==> config.mk <==
export PLATFORM = sky130hd
export DESIGN_NAME = display_scan_ctrl
export DESIGN_NICKNAME = d
export VERILOG_FILES = /design/src/rtl/display_scan_ctrl.sv
export SDC_FILE = /design/constraint.sdc
export NUM_CORES = 1
export LEC_CHECK = 0
export CORE_AREA = 3 3 103 105
export CTS_CLUSTER_SIZE = 24
export DETAILED_ROUTE_END_ITERATION = 8
export DIE_AREA = 0 0 106 108
export PLACE_DENSITY = 0.69
export SLEW_MARGIN = 0
export SYNTH_ARGS = -nofsm -noshare
export SYNTH_HDL_FRONTEND = slang
export SYNTH_SLANG_ARGS = --single-unit
==> constraint.sdc <==
create_clock -name clk -period 2 [get_ports clk]
set_clock_uncertainty 0.05 [all_clocks]
set_input_delay 0.2 -clock clk [delete_from_list [all_inputs] [get_ports clk]]
set_output_delay 0.2 -clock clk [all_outputs]
set_load 0.1 [all_outputs]
==> src/rtl/display_scan_ctrl.sv <==
// Purpose: latch a 14-bit value, convert it to 4 BCD digits, and scan them onto a shared digit bus with active-low anodes.
// Latency: new value shows from the first scan slot after commit (load + 15 clk); each anode update lags its digit by 1 clk.
// Backpressure: none; load is taken only while busy is low, and a load during busy is dropped, not queued.
module display_scan_ctrl #(
    parameter int REFRESH_DIV = 100000,
    parameter bit BLANK_LZ    = 1'b1
) (
    input  logic        clk,
    input  logic        rst,
    input  logic [13:0] value,
    input  logic        load,
    output logic        busy,
    output logic        overflow,
    output logic [3:0]  digit,
    output logic [3:0]  AN
);

    localparam int            CW      = $clog2(REFRESH_DIV);
    localparam logic [CW-1:0] CNT_MAX = CW'(REFRESH_DIV - 1);

    typedef enum logic [1:0] {IDLE, CONV, COMMIT} state_t;

    state_t        state, state_nxt;
    logic [13:0]   shreg;
    logic [15:0]   scratch;
    logic [15:0]   adj;
    logic [15:0]   bcd;
    logic [3:0]    bitcnt;

    logic [CW-1:0] cnt;
    logic          tick;
    logic          tick_d;
    logic [1:0]    idx;
    logic [1:0]    idx_nxt;
    logic          blank_r;
    logic          blank_nxt;

    always_ff @(posedge clk) begin
        if (rst) begin
            state <= IDLE;
        end else begin
            state <= state_nxt;
        end
    end

    always_comb begin
        state_nxt = state;
        busy      = (state != IDLE);
        case (state)
            IDLE:    if (load) state_nxt = CONV;
            CONV:    if (bitcnt == 4'd0) state_nxt = COMMIT;
            COMMIT:  state_nxt = IDLE;
            default: state_nxt = IDLE;
        endcase
    end

    // Double-dabble correction: any nibble >= 5 gets +3 before the shift.
    always_comb begin
        adj = scratch;
        for (int k = 0; k < 4; k++) begin
            if (scratch[4*k +: 4] >= 4'd5) begin
                adj[4*k +: 4] = scratch[4*k +: 4] + 4'd3;
            end
        end
    end

    always_ff @(posedge clk) begin
        if (rst) begin
            shreg    <= '0;
            scratch  <= '0;
            bcd      <= '0;
            bitcnt   <= '0;
            overflow <= 1'b0;
        end else begin
            case (state)
                IDLE: begin
                    if (load) begin
                        shreg    <= (value > 14'd9999) ? 14'd9999 : value;
                        overflow <= (value > 14'd9999);
                        scratch  <= '0;
                        bitcnt   <= 4'd13;
                    end
                end
                CONV: begin
                    scratch <= {adj[14:0], shreg[13]};
                    shreg   <= {shreg[12:0], 1'b0};
                    bitcnt  <= bitcnt - 4'd1;
                end
                COMMIT:  bcd <= scratch;
                default: ;
            endcase
        end
    end

    assign tick    = (cnt == CNT_MAX);
    assign idx_nxt = idx + 2'd1;

    // Digit k is blanked when it and every more significant nibble are zero.
    always_comb begin
        blank_nxt = 1'b0;
        if (BLANK_LZ) begin
            case (idx_nxt)
                2'd1:    blank_nxt = (bcd[15:4] == 12'd0);
                2'd2:    blank_nxt = (bcd[15:8] == 8'd0);
                2'd3:    blank_nxt = (bcd[15:12] == 4'd0);
                default: blank_nxt = 1'b0;
            endcase
        end
    end

    always_ff @(posedge clk) begin
        if (rst) begin
            cnt     <= '0;
            tick_d  <= 1'b0;
            idx     <= 2'd0;
            digit   <= 4'd0;
            blank_r <= 1'b1;
            AN      <= 4'b1111;
        end else begin
            cnt    <= tick ? '0 : cnt + 1'b1;
            tick_d <= tick;
            if (tick) begin
                idx     <= idx_nxt;
                digit   <= bcd[{idx_nxt, 2'b00} +: 4];
                blank_r <= blank_nxt;
            end
            // Anodes follow one clk later to line up with the decoder's register stage.
            if (tick_d) begin
                AN <= blank_r ? 4'b1111 : ~(4'b0001 << idx);
            end
        end
    end

endmodule
== Yosys cells after proc, flatten, opt, wreduce, memory -nomap -nowiden ==
Index checks and enable logic that the tools add are counted.
Storage, ports and cells
  register bits: 82
  output and inout bits: 10
Cells by class
  bitwise gates (word level): 1
  equality and inequality tests: 8
  add/subtract/negate cells: 7
  magnitude comparators: 5
  muxes and demuxes: 16
  reductions and logical operators: 11
  shift-type cells: 2
Operator list (number)
  one-hot mux 16 bit (2 select lines): 1
  2-to-1 mux 14 bit: 2
  one-hot mux 14 bit (2 select lines): 1
  2-to-1 mux 4 bit: 5
  adder 17 x 1 -> 17 bit (second input constant): 1
  == test 17 bit (second input constant): 1
  >= comparator 4 x 3 -> 1 bit (second input constant): 4
  2-to-1 mux 16 bit: 1
  variable part select 16 x 5 -> 4 bit: 1
  > comparator 14 bit (second input constant): 1
  adder 4 x 2 -> 4 bit (second input constant): 3
  zero test 12 bit: 1
  zero test 4 bit: 2
  zero test 8 bit: 1
  one-hot mux 4 bit (2 select lines): 1
  == test 2 bit (second input constant): 3
  AND reduction 2 bit: 3
  == test 2 x 1 -> 1 bit (second input constant): 2
  2-to-1 mux 2 bit: 2
  inequality test 2 bit (second input constant): 2
  inverter 4 bit: 1
  one-hot mux 2 bit (2 select lines): 1
  nonzero test 2 bit: 2
  << shifter 1 x 2 -> 4 bit (first input constant): 1
  other kinds (7): 7

== Depth between registers and ports, before layout ==
  word-level depth: 4
  gate-level depth with buffers: 7

== Worst setup path before layout ==
No wires, ideal clock.
  kind: register to register
  start: register idx[0]
  end: register digit[0]
  path buffers: 1
  data required time: 1.832 ns
  library setup time: 0.118 ns
  slack: 0.019 ns
  cell stages (with the launch flop): 6
  period minus slack after synthesis: 1.981 ns
  arrival: 1.814 ns
  path through: dfxtp_1 clkbuf_1 inv_1 ha_1 mux4_2 a22o_1
Between the ends
  longest elaborated chain between the ends: 2
RTL lines
  start: declaration: RTL line 33  | logic [1:0] idx;
  start signal: assignment: RTL line 123  | idx <= idx_nxt;
  adder 2 x 1 -> 2 bit: RTL line 96  | assign idx_nxt = idx + 2'd1;
  net idx_nxt[0]: RTL line 34  | logic [1:0] idx_nxt;
  variable part select 16 x 5 -> 4 bit: RTL line 124  | digit <= bcd[{idx_nxt, 2'b00} +: 4];
  end signal: assignment: RTL line 124
  end: declaration: RTL line 14  | output logic [3:0] digit,
The timed path passes the listed nets, and every way through them passes these cells.
A chain may end at the register's enable or synchronous reset.

== Worst setup path after layout ==
  start: register cnt[6]
  end: register idx[1]
Between the ends
  longest elaborated chain between the ends: 1
RTL lines
  start: declaration: RTL line 30  | logic [CW-1:0] cnt;
  start signal: assignment: RTL line 120  | cnt <= tick ? '0 : cnt + 1'b1;
  == test 17 bit: RTL line 95  | assign tick = (cnt == CNT_MAX);
Every way passes these cells.

==> impl_metrics.json <==
{
  "p_per_area_mw_per_mm2": 742,
  "coreArea_mm2": 0.00973,
  "drive_above_1_share_pct": 13.7,
  "design_area_mm2": 0.00446,
  "first_pass_iters": 4,
  "finalNetCount": 503,
  "die-height_um": 108,
  "dieWidth_um": 106,
  "synth_most_common_cell": "dfxtp_1",
  "clkTransAtPathRegs_ns": 0.10,
  "globalplace.congestion": 0.892,
  "yosys_warnings": 0,
  "clock_path_buffers": 2,
  "cp_slowest_cell": "or4b_4",
  "track_usage_pct": 15.5,
  "syn-num-nets": 465,
  "final-hold-violation-count": 0,
  "antenna_found_initial": 0,
  "critical_path_class": "reg -> reg",
  "cts_tree": "built",
  "power_leakage_uw": 0.00164,
  "cp.required_ns": 2.25,
  "die-area_mm2": 0.0114,
  "portBuffers": 26,
  "clock-root-buffer": "clkbuf_8",
  "antenna_cells": 0,
  "max_slew.worst_pin.slew_ns": 0.837,
  "synthCells": 433,
  "rows": 36,
  "holdWs_ns": 0.168,
  "ys_ff_latch": 82,
  "start_kind": "flop",
  "hpwl_um": 6300,
  "holdBufCountCts": 0,
  "grt_overflow": 0,
  "critical-path-max-stage-delay_ns": 0.56,
  "yosysSeqAreaShare_pct": 43.6,
  "syn-cell-area_mm2": 0.00376,
  "synth-main-ff-cell": "dfxtp_1",
  "slew_violations": 0,
  "fin_setup_tns_ns": 0,
  "synth.distinct_cells": 42,
  "synth-edff-count": 0,
  "grt_pass1_wl_um": 14500,
  "synth_top_area_share_pct": 43.6,
  "crit_chain": "or4b_4 > or3_4 > nor4_4 > buf_4 > a22o_1",
  "grt_pass1_vias": 3164,
  "synthTopCellsByCount": "dfxtp_1 (82), nand2_1 (64), a21oi_1 (55), nor2_1 (31)",
  "period_share_pct": 97.3,
  "num_vias": 3231,
  "min_period_ns": 1.95,
  "synthTopCellsByArea": "dfxtp_1 (44%), a21oi_1 (7.3%), nand2_1 (6.4%)",
  "fmax_mhz": 514,
  "cts_buffers": 9,
  "worstPathMaxFanout": 7,
  "yosysTopAreaCell": "dfxtp_1",
  "cts.sinks": 82,
  "critical_path.endpoint_type": "flop",
  "dpl-instance-area_mm2": 0.00423,
  "route.detailed.drc": 0,
  "clk_latency_ns": 0.35,
  "hold_class": "in -> reg",
  "max-vdd-ir-drop_mv": 0.385,
  "drt-total-wl_um": 8550,
  "syn_avg_cell_area_um2": 8.69,
  "rsz0062_at_grt": "false",
  "area_growth_pct": 18.6,
  "setup_viol": 0,
  "outcome": "finished clean",
  "grt_max_degree": 22,
  "maxCapViolations": 0,
  "start_util_pct": 38.7,
  "htree_levels": 3,
  "worst_ep_arrival_time_ns": 2.19,
  "ant_nets": 0,
  "detail_route.vias_per_cell": 5.31,
  "drt_iter0_drc": 169,
  "ios": 27,
  "async_reset_ff_share_pct": 0,
  "maxSlewHeadroom_pct": 43.8,
  "route.detailed.wl_per_inst_um": 14.0
}
[sequential cells by signal, indices dropped and copies added, names as in the netlist]
register,flops
overflow,1
shreg,14
bitcnt,4
state,2
blank_r,1
bcd,16
scratch,16
digit,4
tick_d,1
AN,4
cnt,17
idx,2
[power breakdown]
group / switching (uW) / total (uW) / leakage, uW / internal, uW
sequential: 38.0 / 1710 / 0.000666 / 1680
clock: 654 / 1250 / 0.0000959 / 598
combinational: 214 / 344 / 0.000876 / 130
total: 907 / 3310 / 0.00164 / 2400
[layout make-up]
class | instances | area [um2]
repair buffers | 51 | 418
clock buffers | 9 | 124
well taps | 133 | 166
multi-input cells | 312 | 1970
inverters | 15 | 56.3
flip-flops and latches | 82 | 1650
fillers | 959 | 5270
clock inverters | 7 | 83.8
[worst max-delay path, delay by kind of cell, from the launching register on]
family / cells / cell delay, ns
buffers and inverters: 1 / 0.18
AND/OR/NAND/NOR: 3 / 1.20
AO/OA/AOI/OAI: 1 / 0.12
flip-flops: 1 / 0.34
[metal layers]
layer  up-vias  share of wire [%]  wire, um  global-route usage (%)
li1       1607                  -         -                       -
met1      1533                 47      3980                    18.9
met2        79                 48      4120                    26.2
met3        12                3.4       294                    4.36
met4         0                1.9       161                    5.92
met5         -                  0         0                       0
[per-stage QoR]
stage | instances | utilization [%] | total power, uW | worst slack, ns
finish | 609 | 45.8 | 3310 | 0.0550
global route | 609 | 45.8 | 3450 | 0.00156
CTS | 607 | 45.6 | 3340 | 0.0490
detailed placement | 591 | 43.5 | 2100 | 0.0594
global placement | 591 | 43.5 | 2080 | 0.108
floorplan | 433 | - | 1970 | 0.0186
[layout by cell type, fill, tap and decap left out, types with 2 or more instances in the layout]
| master | count |
|---|---|
| or3_1 | 5 |
| nor3_1 | 8 |
| a221oi_1 | 6 |
| xor2_1 | 7 |
| a22oi_1 | 2 |
| dfxtp_1 | 81 |
| mux2i_1 | 4 |
| xnor2_1 | 16 |
| buf_4 | 35 |
| or4_1 | 2 |
| nand3_1 | 20 |
| nor4_4 | 2 |
| nand2_1 | 64 |
| a41o_1 | 4 |
| nand4_1 | 6 |
| nor4_1 | 9 |
| nor2_1 | 31 |
| clkinvlp_4 | 3 |
| clkdlybuf4s50_1 | 15 |
| or4b_4 | 2 |
| a22o_1 | 13 |
| inv_1 | 15 |
| o21ai_0 | 13 |
| ha_1 | 15 |
| a21oi_1 | 55 |
| mux4_2 | 4 |
| clkbuf_8 | 9 |
| nor2b_1 | 3 |
| nand2b_1 | 6 |
| a311oi_1 | 2 |
| inv_8 | 2 |
[repair_timing]
action | CTS | global route
resized for setup | 0 | 3
endpoints found under the setup margin | 0 | 14
buffers inserted | 0 | 2
[final timing paths]
kind           from    endpoint  slack (ns)  cells past startpoint
max          cnt[6]      idx[1]        0.05                      5
min reg2reg  bcd[2]      bcd[2]        0.41                      2
max reg2reg  cnt[6]      idx[1]        0.05                      5
min             rst  scratch[7]        0.17                      2
[cells by family (layout without fill, tap and decap cells)]
| kind of cell | Yosys count | after routing | synth area share [%] |
|---|---|---|---|
| muxes | 8 | 8 | 3.46 |
| and+or+nand+nor | 165 | 165 | 21.8 |
| adders and majority gates | 15 | 15 | 4.99 |
| AOI/OAI and AO/OA | 101 | 101 | 16.6 |
| DFF | 82 | 82 | 43.6 |
| xor gates and xnor gates | 23 | 23 | 5.36 |
| buffers and inverters | 39 | 82 | 4.12 |
Power figures use the tool's default switching activity.
